--- src/rtl/sm_cfg_pkg.sv ---
// Shared types and helpers for the switch-matrix config loader.
// Holds the loader state encoding, the CRC-16-CCITT constants and the
// word-count helper used to size the load.
package sm_cfg_pkg;

   typedef enum logic [2:0] {
      IDLE  = 3'd0,
      LOAD  = 3'd1,
      SHIFT = 3'd2,
      LATCH = 3'd3,
      DONE  = 3'd4
   } state_e;

   localparam logic [15:0] CRC_POLY = 16'h1021;
   localparam logic [15:0] CRC_INIT = 16'hFFFF;

   // Number of config words needed to cover the chain (ceiling division).
   function automatic int nwords(input int n_bits, input int word_w);
      return (n_bits + word_w - 1) / word_w;
   endfunction

   // One MSB-first CRC-16-CCITT step for a single serial bit.
   function automatic logic [15:0] crc16_step(input logic [15:0] crc, input logic din);
      logic fb;
      fb = crc[15] ^ din;
      return {crc[14:0], 1'b0} ^ (fb ? CRC_POLY : 16'h0000);
   endfunction

endpackage

--- src/rtl/sm_cfg_crc16.sv ---
// Bit-serial CRC-16-CCITT accumulator over the bits fed into the config chain.
// clr_i reloads the init value, en_i folds in din_i on that edge.
module sm_cfg_crc16
   import sm_cfg_pkg::*;
(
   input  logic        CLK,
   input  logic        resetn,
   input  logic        clr_i,
   input  logic        en_i,
   input  logic        din_i,
   output logic [15:0] crc_o
);

   logic [15:0] crc_q;

   // CRC register: clear wins over a shift step.
   always_ff @(posedge CLK or negedge resetn) begin
      if (!resetn) begin
         crc_q <= CRC_INIT;
      end else if (clr_i) begin
         crc_q <= CRC_INIT;
      end else if (en_i) begin
         crc_q <= crc16_step(crc_q, din_i);
      end else begin
         crc_q <= crc_q;
      end
   end

   assign crc_o = crc_q;

endmodule

--- src/rtl/switch_matrix_config_loader.sv ---
// Switch-matrix config loader: accepts config words on a valid/ready stream,
// shifts them MSB-first into the tile's config chain, then strobes the chain
// latch so every mux select changes together.
// Optional feature macro: CONFIG_LOADER_CRC_EN adds a CRC-16 trailer check
// (trailer words accepted but not shifted; mismatch aborts with err).
module switch_matrix_config_loader
   import sm_cfg_pkg::*;
#(
   parameter int NoConfigBits = 64,
   parameter int WORD_W       = 8
) (
   input  logic              CLK,
   input  logic              resetn,
   input  logic              start,
   input  logic              abort,
   input  logic [WORD_W-1:0] word_data,
   input  logic              word_valid,
   output logic              word_ready,
   output logic              cfg_data,
   output logic              cfg_shift_en,
   output logic              cfg_latch,
   output logic              busy,
   output logic              done,
   output logic              err
);

   localparam int NWORDS = nwords(NoConfigBits, WORD_W);
`ifdef CONFIG_LOADER_CRC_EN
   localparam int CRC_WORDS = 16 / WORD_W;
`else
   localparam int CRC_WORDS = 0;
`endif
   localparam int TOTAL_WORDS = NWORDS + CRC_WORDS;
   localparam int WCNT_W = $clog2(TOTAL_WORDS + 3);
   localparam int BCNT_W = (WORD_W > 1) ? $clog2(WORD_W) : 1;
   localparam logic [WCNT_W-1:0] TOTAL_C  = WCNT_W'(TOTAL_WORDS);
   localparam logic [BCNT_W-1:0] LAST_BIT = BCNT_W'(WORD_W - 1);

   state_e              state_q, state_d;
   logic [WORD_W-1:0]   word_q, word_d, word_shift_s;
   logic [WCNT_W-1:0]   wcnt_q, wcnt_d;
   logic [BCNT_W-1:0]   bcnt_q, bcnt_d;
   logic                err_q, err_d;
   logic                cfg_data_q, cfg_data_d;
   logic                word_ready_q, cfg_shift_en_q, cfg_latch_q, busy_q, done_q;

   assign word_shift_s = word_q << 1;

`ifdef CONFIG_LOADER_CRC_EN
   localparam logic [WCNT_W-1:0] NWORDS_C = WCNT_W'(NWORDS);
   logic [15:0] crc_s, crc_rx_q, crc_rx_d, crc_rx_next_s;
   logic        crc_clr_s;

   if ((16 % WORD_W) != 0) begin : g_word_w_check
      $error("WORD_W must divide 16 when CONFIG_LOADER_CRC_EN is defined");
   end

   // Received trailer assembled high word first; compared as the last word arrives.
   assign crc_rx_next_s = 16'(crc_rx_q << WORD_W) | 16'(word_data);

   sm_cfg_crc16 u_crc (
      .CLK    (CLK),
      .resetn (resetn),
      .clr_i  (crc_clr_s),
      .en_i   (cfg_shift_en_q),
      .din_i  (cfg_data_q),
      .crc_o  (crc_s)
   );
`endif

   // Next-state logic; abort in any busy state overrides every other event.
   always_comb begin
      state_d    = state_q;
      word_d     = word_q;
      wcnt_d     = wcnt_q;
      bcnt_d     = bcnt_q;
      err_d      = err_q;
      cfg_data_d = 1'b0;
`ifdef CONFIG_LOADER_CRC_EN
      crc_rx_d   = crc_rx_q;
      crc_clr_s  = 1'b0;
`endif
      if (abort && (state_q != IDLE)) begin
         state_d = IDLE;
         err_d   = 1'b1;
         word_d  = '0;
      end else begin
         case (state_q)
            IDLE: begin
               if (start) begin
                  err_d  = 1'b0;
                  wcnt_d = '0;
                  bcnt_d = '0;
`ifdef CONFIG_LOADER_CRC_EN
                  crc_clr_s = 1'b1;
                  crc_rx_d  = '0;
`endif
                  // A hard-wired matrix has nothing to load: report completion at once.
                  state_d = (NWORDS == 0) ? DONE : LOAD;
               end else begin
                  state_d = IDLE;
               end
            end
            LOAD: begin
               if (word_valid) begin
                  wcnt_d = wcnt_q + WCNT_W'(1);
`ifdef CONFIG_LOADER_CRC_EN
                  if (wcnt_q >= NWORDS_C) begin
                     crc_rx_d = crc_rx_next_s;
                     if (wcnt_d == TOTAL_C) begin
                        if (crc_rx_next_s == crc_s) begin
                           state_d = LATCH;
                        end else begin
                           state_d = IDLE;
                           err_d   = 1'b1;
                        end
                     end else begin
                        state_d = LOAD;
                     end
                  end else begin
                     word_d     = word_data;
                     bcnt_d     = '0;
                     cfg_data_d = word_data[WORD_W-1];
                     state_d    = SHIFT;
                  end
`else
                  word_d     = word_data;
                  bcnt_d     = '0;
                  cfg_data_d = word_data[WORD_W-1];
                  state_d    = SHIFT;
`endif
               end else begin
                  state_d = LOAD;
               end
            end
            SHIFT: begin
               word_d = word_shift_s;
               if (bcnt_q == LAST_BIT) begin
                  bcnt_d  = '0;
                  state_d = (wcnt_q < TOTAL_C) ? LOAD : LATCH;
               end else begin
                  bcnt_d     = bcnt_q + BCNT_W'(1);
                  cfg_data_d = word_shift_s[WORD_W-1];
                  state_d    = SHIFT;
               end
            end
            LATCH: begin
               state_d = DONE;
            end
            DONE: begin
               state_d = IDLE;
            end
            default: begin
               state_d = IDLE;
            end
         endcase
      end
   end

   // State, counters and registered outputs decoded from the next state.
   always_ff @(posedge CLK or negedge resetn) begin
      if (!resetn) begin
         state_q        <= IDLE;
         word_q         <= '0;
         wcnt_q         <= '0;
         bcnt_q         <= '0;
         err_q          <= 1'b0;
         cfg_data_q     <= 1'b0;
         word_ready_q   <= 1'b0;
         cfg_shift_en_q <= 1'b0;
         cfg_latch_q    <= 1'b0;
         busy_q         <= 1'b0;
         done_q         <= 1'b0;
`ifdef CONFIG_LOADER_CRC_EN
         crc_rx_q       <= '0;
`endif
      end else begin
         state_q        <= state_d;
         word_q         <= word_d;
         wcnt_q         <= wcnt_d;
         bcnt_q         <= bcnt_d;
         err_q          <= err_d;
         cfg_data_q     <= cfg_data_d;
         word_ready_q   <= (state_d == LOAD);
         cfg_shift_en_q <= (state_d == SHIFT);
         cfg_latch_q    <= (state_d == LATCH);
         busy_q         <= (state_d != IDLE);
         done_q         <= (state_d == DONE);
`ifdef CONFIG_LOADER_CRC_EN
         crc_rx_q       <= crc_rx_d;
`endif
      end
   end

   assign word_ready   = word_ready_q;
   assign cfg_data     = cfg_data_q;
   assign cfg_shift_en = cfg_shift_en_q;
   assign cfg_latch    = cfg_latch_q;
   assign busy         = busy_q;
   assign done         = done_q;
   assign err          = err_q;

endmodule

--- config.mk ---
export PLATFORM = sky130hd
export DESIGN_NAME = switch_matrix_config_loader
export DESIGN_NICKNAME = d
export VERILOG_FILES = /design/src/rtl/sm_cfg_pkg.sv /design/src/rtl/sm_cfg_crc16.sv /design/src/rtl/switch_matrix_config_loader.sv
export SDC_FILE = /design/constraint.sdc
export NUM_CORES = 1
export LEC_CHECK = 0
export CORE_MARGIN = 5
export CORE_UTILIZATION = 40
export DETAILED_ROUTE_END_ITERATION = 6
export DONT_BUFFER_PORTS = 1
export PLACE_DENSITY = 0.55
export SLEW_MARGIN = 10
export SYNTH_ARGS = -nofsm -noshare
export SYNTH_HDL_FRONTEND = slang
export SYNTH_SLANG_ARGS = --single-unit
export TNS_END_PERCENT = 1
--- constraint.sdc ---
create_clock -name CLK -period 4.3 [get_ports CLK]
set_input_delay 0.215 -clock CLK [delete_from_list [all_inputs] [get_ports CLK]]
set_output_delay 0.215 -clock CLK [all_outputs]
set_load 0.01 [all_outputs]
=== Yosys cells after proc, flatten, opt, wreduce, memory -nomap -nowiden ===
Index checks and enable logic that the tools add are counted.

* Multiplexer cells: 23
* Equal/unequal tests: 11
* Add/sub/neg operators: 2
* Magnitude comparators: 1
* Bitwise logic cells: 1
* Reductions and logical operators: 13

{| class="wikitable"
|+ Operators with widths
! operator !! count
|-
| 7-bit 2-to-1 mux || 2
|-
| 7-bit case mux with 2 select lines || 1
|-
| 3-bit by 2-bit equality test with 1-bit output, second input constant || 4
|-
| 3-bit 2-to-1 mux || 4
|-
| 3-bit case mux with 4 select lines || 1
|-
| 3-bit nonzero test || 4
|-
| 3-bit case mux with 3 select lines || 1
|-
| 4-bit 2-to-1 mux || 2
|-
| 4-bit case mux with 2 select lines || 1
|-
| 4-bit AND reduction || 2
|-
| 1-bit 2-to-1 mux || 7
|-
| 3-bit by 1-bit equality test with 1-bit output, second input constant || 2
|-
| 3-bit equality test, second input constant || 2
|-
| 2-bit 2-to-1 mux || 3
|-
| 2-bit nonzero test || 3
|-
| 4-bit by 1-bit adder with 4-bit output, second input constant || 1
|-
| 4-bit < comparator, second input constant || 1
|-
| 2-bit inequality test, second input constant || 2
|-
| 2-bit AND reduction || 2
|-
| 3-bit by 1-bit adder with 3-bit output, second input constant || 1
|-
| 3-bit zero test || 1
|-
| 3-bit inequality test, second input constant || 1
|-
| 1-bit case mux with 2 select lines || 1
|-
| 1-bit logical AND || 1
|-
| 1-bit inverter || 1
|}

* Flip-flop bits (word level): 24
* Output and inout bits: 7
* Input port bits: 13

=== Longest topological paths before layout ===
* Depth after elaboration: 6
* Depth in mapped cells: 6

=== Worst setup path after synthesis ===
OpenSTA, ideal clock, no wires.

* Path kind: reg2reg
* Start: register state_q[0]
* End: register bcnt_q[0]
* Data arrival time: 1.269 ns
* Period minus slack after synthesis: 1.394 ns
* Path slack: 2.906 ns
* Setup time: 0.125 ns
* Buffers on the path: 1
* Stages on the path, launching flop included: 5
* Cells stage by stage: dfrtp_1 -> buf_6 -> or2_2 -> o32ai_4 -> mux2_4

* Longest elaborated chain between the ends: 4

{| class="wikitable"
|+ RTL lines
! element !! RTL line !! RTL
|-
| start, declared || switch_matrix_config_loader.sv:39 || <nowiki>state_e state_q, state_d;</nowiki>
|-
| start signal, assigned || switch_matrix_config_loader.sv:178 || <nowiki>state_q <= state_d;</nowiki>
|-
| branches (longest 4 deep; another with 4-bit AND reduction) || - ||
|-
| end signal, assigned || switch_matrix_config_loader.sv:181 || <nowiki>bcnt_q <= bcnt_d;</nowiki>
|-
| end, declared || switch_matrix_config_loader.sv:42 || <nowiki>logic [BCNT_W-1:0] bcnt_q, bcnt_d;</nowiki>
|}

Several ways; the timed one is not identified.
A chain may end at the register's enable or synchronous reset.

=== Worst setup path in the final report ===
Ends and elaborated chain as after synthesis.

==> summary.txt <==
Layout
  – Reg area: 601 um2
  – Multi-input logic area: 608 um2
  – Synth-to-layout area growth: 4.34%
  – # diodes: 0
  – Share of cells above drive strength 1: 9.76%
  – Final nets: 141
  – Filler cells: 304
  – Final core occ: 43.9%
  – Post-Layout Inst Area: 1350 um2

STA
  – Fmax: 582 MHz
  – Max-slew violation count: 0
  – Setup TNS: 0 ps
  – Final period util: 40.0%
  – Skew final: 2.88 ps
  – Worst slew margin: 61.4%
  – Unrepaired setup endpoints after global routing: false
  – Period minus WS final: 1720 ps
  – Final setup viols: 0
  – Setup ws final: 2580 ps
  – Least-Margin Pin Slew: 579 ps
  – Hold Fails Final Rpt: 0

Route
  – Total wire length: 2370 um
  – Via/cell ratio: 5.22
  – Residual DRC: 0
  – Routed length per instance: 14.2 um
  – Drt initial violations: 6
  – DR vias: 872
  – DRT Pass-1 Iters: 4
  – Post-DRT Antenna Nets: 0

Synth
  – Top-area cell type share of the netlist area: 46.3%
  – Ys Warns: 0
  – Yosys reg bits: 24
  – Synth area leaders: dfrtp_1, mux2i_1, buf_6
  – Post-Syn Nets: 139
  – Async SR Flop Fraction: 100%
  – EDFF count, synth: 0
  – Post-synthesis cell type with the largest combined area: dfrtp_1
  – Syn_area_per_cell: 10.5 um2
  – Count leader, synth: dfrtp_1
  – Post-synthesis cell area: 1300 um2
  – Prevailing post-synth register cell: dfrtp_1
  – Syn Inst Count: 123
  – Sequential element share of the synthesized area: 46.3%
  – Netlist cell types: 38
  – Synth cell count leaders: dfrtp_1, nand2_1, mux2i_1, inv_1

Placed design
  – Post-placement cell area: 1290 um2
  – IO buf count: 0
  – GP Congestion: 0.725
  – Dpl ws: 2600 ps
  – Post-DP HPWL: 1730 um

CTS
  – Clock root cell: clkbuf_4
  – CTS H-tree lvls: 1
  – Clock sink total: 24
  – Post-CTS Setup Repair Bufs: 0
  – CTS tree: built
  – Clock Path Buffers: 2
  – Clock transition at path regs: 130 ps
  – CTS buffer count: 3
  – Clk_lat worst skew: 310 ps

Run status
  – Status: finished, final reports clean

Job
  – Max-cap violations: 0

Worst setup path
  – CP Max Fanout: 20
  – Worst Path Arrival: 1930 ps
  – Kind of critical path: register to register
  – Critical-path cell list: nand2_1 > o32ai_4 > mux2_4
  – R2r setup slk: 2580 ps
  – Slowest cell on crit path: dfrtp_1
  – Worst path required time: 4510 ps
  – CP max stage delay: 700 ps
  – Crit path capture type: register
  – Crit start category: register

Power
  – Tot Pwr: 0.792 mW
  – Power per cell area: 586 nW/um2
  – Peak supply drop: 0.188 mV
  – Leakage: 0.613 nW

Floorplanning
  – Core area: 3080 um2
  – Die Width: 66.9 um
  – Die ar.: 4480 um2
  – # IOs: 20
  – Number of core rows: 20
  – Initial Utilization: 42.1%
  – Die Span Y: 66.9 um

Global routing
  – Largest net degree at the start of global routing: 25
  – Vias in the first global route: 904
  – Overall Global Routing Usage: 12.6%
  – Antenna violations before repair: 0
  – First-pass GRT wire length: 4220 um
  – GRT overflow: 0

Worst hold path
  – Worst min path class: input port to register
==> final cells by class <==
class,count,area share (%)
multi-input cells,86,45.0
flip-flops and latches,24,44.4
well taps,44,4.07
repair buffers,3,2.96
inverters,7,1.94
clock buffers,3,1.67
==> metal layers <==
| layer | wire (um) | vias up | global-route usage, % |
|---|---|---|---|
| li1 | - | 428 | - |
| met1 | 1070 | 427 | 15.7 |
| met2 | 1150 | 13 | 20.2 |
| met3 | 119 | 4 | 3.37 |
| met4 | 27 | 0 | 5.32 |
| met5 | 0 | - | 0 |
==> critical path, delay by kind of cell (launching register included) <==
| family | cells | cell delay [ps] |
|---|---|---|
| multiplexers | 1 | 330 |
| flip-flops | 1 | 700 |
| AND/OR/NAND/NOR | 1 | 220 |
| AO/OA/AOI/OAI | 1 | 380 |
==> power by group <==
part / leakage [nW] / internal, mW / switching, mW
combinational: 0.277 / 0.152 / 0.155
sequential: 0.322 / 0.295 / 0.0919
clock: 0.0138 / 0.0328 / 0.0657
==> sequential cells by signal, summed over array words and instances (netlist names), 3 cells and up <==
register,flops
bcnt_q,3
state_q,3
wcnt_q,4
word_q,7
==> per-stage QoR <==
stage | cells | hold WS (ps)
5_1_grt | 167 | 11.2
3_5_place_dp | 161 | -79.8
3_3_place_gp | 161 | -79.9
2_1_floorplan | 123 | -80.6
4_1_cts | 167 | 19.7
6_report | 167 | 25.0
==> path summary, 6_finish.rpt <==
kind,start,to,depth (start not counted)
worst max-delay path,state_q[0],bcnt_q[0],3
worst min-delay path,start,busy,1
worst max register to register,state_q[0],bcnt_q[0],3
worst min register to register,word_q[5],word_q[5],2
max in group asynchronous,resetn,state_q[2],2
min in group asynchronous,resetn,cfg_data,2
==> cell usage in the layout (no fill, tap or decap), types with 2 or more instances in the layout <==
master	synthesis	layout
a21oi_1	5	5
and3_1	3	3
clkbuf_4	0	3
dfrtp_1	24	24
dlygate4sd3_1	0	2
ha_1	3	3
inv_1	7	7
mux2i_1	10	10
nand2_1	11	11
nand2b_1	4	4
nand3_1	2	2
nor2_1	6	6
nor2b_1	5	5
nor4_1	2	2
o211ai_1	2	2
o21a_1	2	2
o21ai_0	3	3
o21ai_1	6	6
o22ai_1	2	2
xor2_1	2	2
==> repair_timing <==
item                                   in CTS  in global routing
endpoints found under the hold margin      25                  0
resized for setup                           0                  0
hold buffers                                3                  0
==> cells by family (layout without fill, tap and decap cells) <==
family,Yosys count,count (layout),synth area share [%]
xor gates and xnor gates,2,2,1.35
muxes,11,11,8.88
DFF,24,24,46.3
buffers and inverters,13,13,6.76
and+or+nand+nor,45,45,20.2
adders and majority gates,4,4,3.67
AOI/OAI and AO/OA,24,24,12.8
Power figures use the tool's default switching activity.
